**config.mk**
```make
export PLATFORM = sky130hd
export DESIGN_NAME = quad_decoder
export DESIGN_NICKNAME = d
export VERILOG_FILES = /design/src/rtl/quad_pkg.sv /design/src/rtl/glitch_filter.sv /design/src/rtl/quad_decoder.sv
export SDC_FILE = /design/constraint.sdc
export NUM_CORES = 1
export LEC_CHECK = 0
export CORE_MARGIN = 10
export CORE_UTILIZATION = 50
export DETAILED_ROUTE_END_ITERATION = 16
export GPL_TIMING_DRIVEN = 0
export PLACE_DENSITY = 0.73
export SLEW_MARGIN = 20
export SYNTH_ARGS = -nofsm -noshare
export SYNTH_HDL_FRONTEND = slang
export SYNTH_HIERARCHICAL = 1
export SYNTH_SLANG_ARGS = --single-unit
```
**constraint.sdc**
```tcl
create_clock -name CLOCK -period 2.1 [get_ports CLOCK]
set_clock_uncertainty 0.2 [all_clocks]
set_input_delay 0.42 -clock CLOCK [delete_from_list [all_inputs] [get_ports CLOCK]]
set_output_delay 0.42 -clock CLOCK [all_outputs]
set_load 0.01 [all_outputs]
```
**src/rtl/quad_pkg.sv**
```systemverilog
`default_nettype none
//------------------------------------------------------------------------------
// Module : quad_pkg
// Brief  : Shared phase, direction and FSM encodings for the quadrature decoder.
// Rev    : 1.0 - initial release
//------------------------------------------------------------------------------
package quad_pkg;

   localparam logic [1:0] PH_00 = 2'b00;
   localparam logic [1:0] PH_01 = 2'b01;
   localparam logic [1:0] PH_11 = 2'b11;
   localparam logic [1:0] PH_10 = 2'b10;

   localparam logic DIR_UP   = 1'b1;
   localparam logic DIR_DOWN = 1'b0;

   typedef enum logic [0:0] {
      ST_INIT  = 1'b0,
      ST_TRACK = 1'b1
   } state_t;

   // Forward Gray sequence 00 -> 01 -> 11 -> 10 -> 00 counts up.
   function automatic logic phase_is_up(input logic [1:0] prev_ab, input logic [1:0] cur_ab);
      logic up;
      up = 1'b0;
      case ({prev_ab, cur_ab})
         {PH_00, PH_01},
         {PH_01, PH_11},
         {PH_11, PH_10},
         {PH_10, PH_00}: up = 1'b1;
         default:        up = 1'b0;
      endcase
      return up;
   endfunction

endpackage
`default_nettype wire

```
**src/rtl/glitch_filter.sv**
```systemverilog
`default_nettype none
//------------------------------------------------------------------------------
// Module : glitch_filter
// Brief  : Two-flop synchronizer plus hold-count filter for one encoder channel.
// Rev    : 1.0 - initial release
//------------------------------------------------------------------------------
module glitch_filter #(
   parameter int FILTER_CYCLES = 16
) (
   input  logic CLOCK,
   input  logic RESET,
   input  logic load,
   input  logic raw,
   output logic synced,
   output logic level
);

   localparam int              CW          = $clog2(FILTER_CYCLES);
   localparam logic [CW-1:0]   C_HOLD_LAST = CW'(FILTER_CYCLES - 1);
   localparam logic [CW-1:0]   C_ONE       = CW'(1);

   logic          r_meta;
   logic [CW-1:0] r_hold_cnt;

   always_ff @(posedge CLOCK or posedge RESET) begin
      if (RESET) begin
         r_meta     <= 1'b0;
         synced     <= 1'b0;
         level      <= 1'b0;
         r_hold_cnt <= '0;
      end else begin
         r_meta <= raw;
         synced <= r_meta;
         // Accept a new level only on the FILTER_CYCLES-th consecutive mismatch.
         if (load) begin
            level      <= synced;
            r_hold_cnt <= '0;
         end else if (synced == level) begin
            r_hold_cnt <= '0;
         end else if (r_hold_cnt == C_HOLD_LAST) begin
            level      <= synced;
            r_hold_cnt <= '0;
         end else begin
            r_hold_cnt <= r_hold_cnt + C_ONE;
         end
      end
   end

endmodule
`default_nettype wire

```
**src/rtl/quad_decoder.sv**
```systemverilog
`default_nettype none
//------------------------------------------------------------------------------
// Module : quad_decoder
// Brief  : x4 quadrature decoder with glitch filtering, wrapping count, STEP/ERROR.
// Rev    : 1.0 - initial release
//------------------------------------------------------------------------------
module quad_decoder
   import quad_pkg::*;
#(
   parameter int FILTER_CYCLES = 16,
   parameter int COUNT_WIDTH   = 4,
   parameter int INIT_CYCLES   = 3
) (
   input  logic                   CLOCK,
   input  logic                   RESET,
   input  logic                   ENC_A,
   input  logic                   ENC_B,
   output logic [COUNT_WIDTH-1:0] COUNT_OUT,
   output logic                   DIRECTION,
   output logic                   STEP,
   output logic                   ERROR
);

   localparam int                   IW          = $clog2(INIT_CYCLES);
   localparam logic [IW-1:0]        C_INIT_LAST = IW'(INIT_CYCLES - 1);
   localparam logic [IW-1:0]        C_INIT_ONE  = IW'(1);
   localparam logic [COUNT_WIDTH-1:0] C_CNT_ONE = COUNT_WIDTH'(1);

   state_t        r_state;
   logic [IW-1:0] r_init_cnt;
   logic [1:0]    r_phase;
   logic [1:0]    r_prev_ab;

   logic       w_load;
   logic       w_sync_a, w_sync_b;
   logic       w_filt_a, w_filt_b;
   logic [1:0] w_sync_ab;
   logic [1:0] w_filt_ab;
   logic [1:0] w_delta;

   assign w_load    = (r_state == ST_INIT);
   assign w_sync_ab = {w_sync_a, w_sync_b};
   assign w_filt_ab = {w_filt_a, w_filt_b};
   assign w_delta   = r_prev_ab ^ r_phase;

   glitch_filter #(.FILTER_CYCLES(FILTER_CYCLES)) u_filt_a (
      .CLOCK  (CLOCK),
      .RESET  (RESET),
      .load   (w_load),
      .raw    (ENC_A),
      .synced (w_sync_a),
      .level  (w_filt_a)
   );

   glitch_filter #(.FILTER_CYCLES(FILTER_CYCLES)) u_filt_b (
      .CLOCK  (CLOCK),
      .RESET  (RESET),
      .load   (w_load),
      .raw    (ENC_B),
      .synced (w_sync_b),
      .level  (w_filt_b)
   );

   always_ff @(posedge CLOCK or posedge RESET) begin
      if (RESET) begin
         r_state    <= ST_INIT;
         r_init_cnt <= '0;
         r_phase    <= PH_00;
         r_prev_ab  <= PH_00;
         COUNT_OUT  <= '0;
         DIRECTION  <= DIR_UP;
         STEP       <= 1'b0;
         ERROR      <= 1'b0;
      end else begin
         STEP  <= 1'b0;
         ERROR <= 1'b0;
         case (r_state)
            ST_INIT: begin
               // Every pipeline stage takes the synced phase so TRACK starts with no false edge.
               r_phase   <= w_sync_ab;
               r_prev_ab <= w_sync_ab;
               if (r_init_cnt == C_INIT_LAST) begin
                  r_state <= ST_TRACK;
               end else begin
                  r_init_cnt <= r_init_cnt + C_INIT_ONE;
               end
            end
            ST_TRACK: begin
               r_phase   <= w_filt_ab;
               r_prev_ab <= r_phase;
               if (w_delta == 2'b11) begin
                  ERROR <= 1'b1;
               end else if (w_delta != 2'b00) begin
                  STEP <= 1'b1;
                  if (phase_is_up(r_prev_ab, r_phase)) begin
                     COUNT_OUT <= COUNT_OUT + C_CNT_ONE;
                     DIRECTION <= DIR_UP;
                  end else begin
                     COUNT_OUT <= COUNT_OUT - C_CNT_ONE;
                     DIRECTION <= DIR_DOWN;
                  end
               end
            end
            default: r_state <= ST_INIT;
         endcase
      end
   end

endmodule
`default_nettype wire

```
==> flow_summary.json <==
{
  "run_status": "finished, violations left",
  "failed_checks": "negative setup slack",
  "cp_max_fo": 3,
  "post-dp-hpwl_um": 1460,
  "nets": 143,
  "setup_ws_ps": -3.32,
  "fp.dieW_um": 70.2,
  "dieArea_um2": 4930,
  "grt_max_degree": 16,
  "grt_first_pass_wirelength_um": 3470,
  "insertion_delay_ps": 320,
  "slew_headroom": 0.643,
  "clk_pin_slew_ps": 140,
  "ys_warn_count": 6,
  "vias": 781,
  "setup_violations": 1,
  "ant_nets": 0,
  "period_share": 1.00,
  "synth-seq-area-share": 0.557,
  "core-area_um2": 2430,
  "ioPinCount": 11,
  "antenna_found_initial": 0,
  "dieHeight_um": 70.2,
  "drv_cap": 0,
  "p_comb_frac": 0.393,
  "power_frac_seq": 0.463,
  "numCtsBuffers": 3,
  "tightest_slew_ps": 534,
  "drive_gt1_frac": 0.254,
  "place_congestion": 0.772,
  "crit_type": "reg2reg",
  "report.final.slew_viol_count": 0,
  "clockBufferDepth": 2,
  "crit_path_end_kind": "flop",
  "via_per_inst": 4.88,
  "required_ps": 2120,
  "htreeDepth": 1,
  "clockPowerShare": 0.144,
  "hold_buffers": 0,
  "internal_power_uw": 1030,
  "syn_area_per_cell_um2": 11.7,
  "period_needed_ps": 2100,
  "start_util": 0.518,
  "netlist_area_um2": 1260,
  "grt_pass1_vias": 814,
  "power_density_nw_per_um2": 968,
  "syn_inst": 108,
  "drcViolationCount": 0,
  "wl_met3_um": 84,
  "rsz0062_at_grt": "yes",
  "io_buffers": 10,
  "irDropWorstVdd_uv": 627,
  "ys_types": 27,
  "power.leakage_uw": 0.000746,
  "num_rows": 18,
  "met1_length_um": 891,
  "swShare": 0.324,
  "tritoncts": "yes",
  "synth-seq-cells": 28,
  "cts_root_buf": "clkbuf_4",
  "hp-class": "in2async",
  "routed.top_layer": "met4",
  "dp.cells": 148,
  "cp_data_arrival_time_ps": 2130,
  "design_area_um2": 1580,
  "antenna_cells": 0,
  "syn-num-nets": 120,
  "dr_wl_met2_um": 1060,
  "area.growth.synth_to_final_pct": 25.4,
  "p_sw_uw": 496,
  "place_area_um2": 1420,
  "critPathLaunchType": "flop",
  "grt_use_total": 0.0844,
  "first_pass_iters": 3,
  "drtIter0Drc": 24,
  "avgRoutedWirePerCell_um": 12.8,
  "gr-total-overflow": 0,
  "drt-total-wl_um": 2040,
  "fmax_mhz": 475,
  "clock_sinks": 28,
  "fin_cells": 160,
  "finalHoldViolCount": 0
}
cells in the mapped netlist:
cell type | n | area, µm²
a211oi_1 | 1 | 7.51
a21o_1 | 2 | 15.0
a21oi_1 | 1 | 5.00
a311oi_1 | 4 | 35.0
a31oi_1 | 4 | 25.0
and2_2 | 2 | 15.0
buf_6 | 1 | 11.3
clkbuf_1 | 1 | 3.75
dfrtp_1 | 27 | 676
dfstp_2 | 1 | 26.3
fa_1 | 1 | 20.0
ha_1 | 7 | 87.6
inv_1 | 11 | 41.3
inv_2 | 1 | 3.75
mux2_2 | 2 | 22.5
nand2_1 | 14 | 52.6
nand2b_1 | 2 | 12.5
nand3_1 | 1 | 5.00
nor2_1 | 4 | 15.0
o211a_1 | 1 | 10.0
o21ai_0 | 4 | 20.0
o21bai_4 | 1 | 18.8
or2_2 | 2 | 12.5
or3_1 | 1 | 6.26
xnor2_1 | 5 | 43.8
xnor2_2 | 1 | 16.3
xor2_1 | 6 | 52.6
path summary, 6_finish.rpt:
kind / from / depth (start not counted) / end / slack (ps)
worst max-delay path: r_prev_ab[0] / 7 / COUNT_OUT[3] / -3
worst min-delay path: RESET / 2 / u_filt_a/r_hold_cnt[2] / 160
worst max register to register: r_prev_ab[0] / 7 / COUNT_OUT[3] / -3
worst min register to register: u_filt_b/r_meta / 0 / u_filt_b/synced / 170
max in group asynchronous: RESET / 2 / r_phase[0] / 1030
min in group CLOCK: u_filt_b/r_meta / 0 / u_filt_b/synced / 170
layout make-up:
| type | instances | area [µm²] |
|---|---|---|
| plain buffers | 2 | 15.0 |
| repair buffers | 18 | 160 |
| inverters | 12 | 45.0 |
| flip-flops and latches | 28 | 704 |
| multi-input cells | 66 | 592 |
| fillers | 209 | 852 |
| well taps | 30 | 37.5 |
| clock buffers | 4 | 26.3 |
cell usage in the layout, fill, tap and decap left out:
cell             instances
dfrtp_1                 25
nand2_1                 14
inv_1                   11
clkdlybuf4s50_1         10
buf_4                    8
ha_1                     5
xnor2_1                  4
a31oi_1                  4
a311oi_1                 4
nor2_1                   4
xor2_2                   3
xor2_1                   3
o21ai_0                  3
clkbuf_4                 3
xnor2_2                  2
clkbuf_1                 2
and2_2                   2
ha_4                     2
dfrtp_2                  2
mux2_2                   2
nand2b_1                 2
a21o_1                   2
dfstp_2                  1
inv_2                    1
or3_1                    1
buf_6                    1
or2_4                    1
or2_2                    1
o21ai_1                  1
nand3_4                  1
a21oi_4                  1
a211oi_4                 1
o211a_1                  1
o21bai_4                 1
fa_1                     1
routing by layer:
layer | track usage | vias to the layer above
met2 | 0.145 | 9
met5 | 0 | -
met1 | 0.0933 | 373
met4 | 0.0329 | 0
met3 | 0.0282 | 2
li1 | - | 397
through the flow:
stage | total power [µW] | TNS, ps | setup slack (ps) | utilization | hold WS [ps]
6_report | 1530 | -3.32 | -3.32 | 0.650 | 165
3_5_place_dp | 1180 | -80.6 | -80.6 | 0.583 | 136
2_1_floorplan | 1000 | 0 | 27.9 | - | 23.4
3_3_place_gp | 1150 | -41.5 | -41.5 | 0.583 | 135
5_1_grt | 1640 | -61.9 | -61.9 | 0.650 | 165
4_1_cts | 1440 | 0 | 10.4 | 0.613 | 159
logic make-up (layout without fill, tap and decap cells):
kind of cell / Yosys count / after routing / synth area share
multiplexers: 2 / 2 / 0.0179
adder cells (fa/ha/maj): 8 / 8 / 0.0854
XOR/XNOR: 12 / 12 / 0.0894
buffers and inverters: 14 / 36 / 0.0477
AO/OA/AOI/OAI: 18 / 18 / 0.108
flip-flops: 28 / 28 / 0.557
AND/OR/NAND/NOR: 26 / 26 / 0.0943
power groups by stage:
stage	Combinational (µW)	Sequential [µW]	Clock (µW)
floorplan	280	721	0
global placement	443	702	0
detailed placement	473	709	0
CTS	506	701	233
global route	662	722	259
finish	601	708	221
critical path, cell delays in order (launching register included):
cell      delay [ps]
dfrtp_1          440
xor2_2           200
or2_4            290
ha_4             310
nand3_4           90
a211oi_4         280
o21bai_4          80
xnor2_2          120
repair_timing:
| item | CTS | global route |
|---|---|---|
| pin swaps | 3 | 6 |
| setup endpoints to repair | 1 | 2 |
| buffers inserted | 3 | 5 |
| resized for setup | 4 | 9 |
sequential cells by signal (all words and copies together) (netlist names), 2 cells and up:
register,cells
COUNT_OUT,4
r_init_cnt,2
r_phase,2
r_prev_ab,2
u_filt_a/r_hold_cnt,4
u_filt_b/r_hold_cnt,4
No activity file was read; power rests on OpenSTA's default activity.
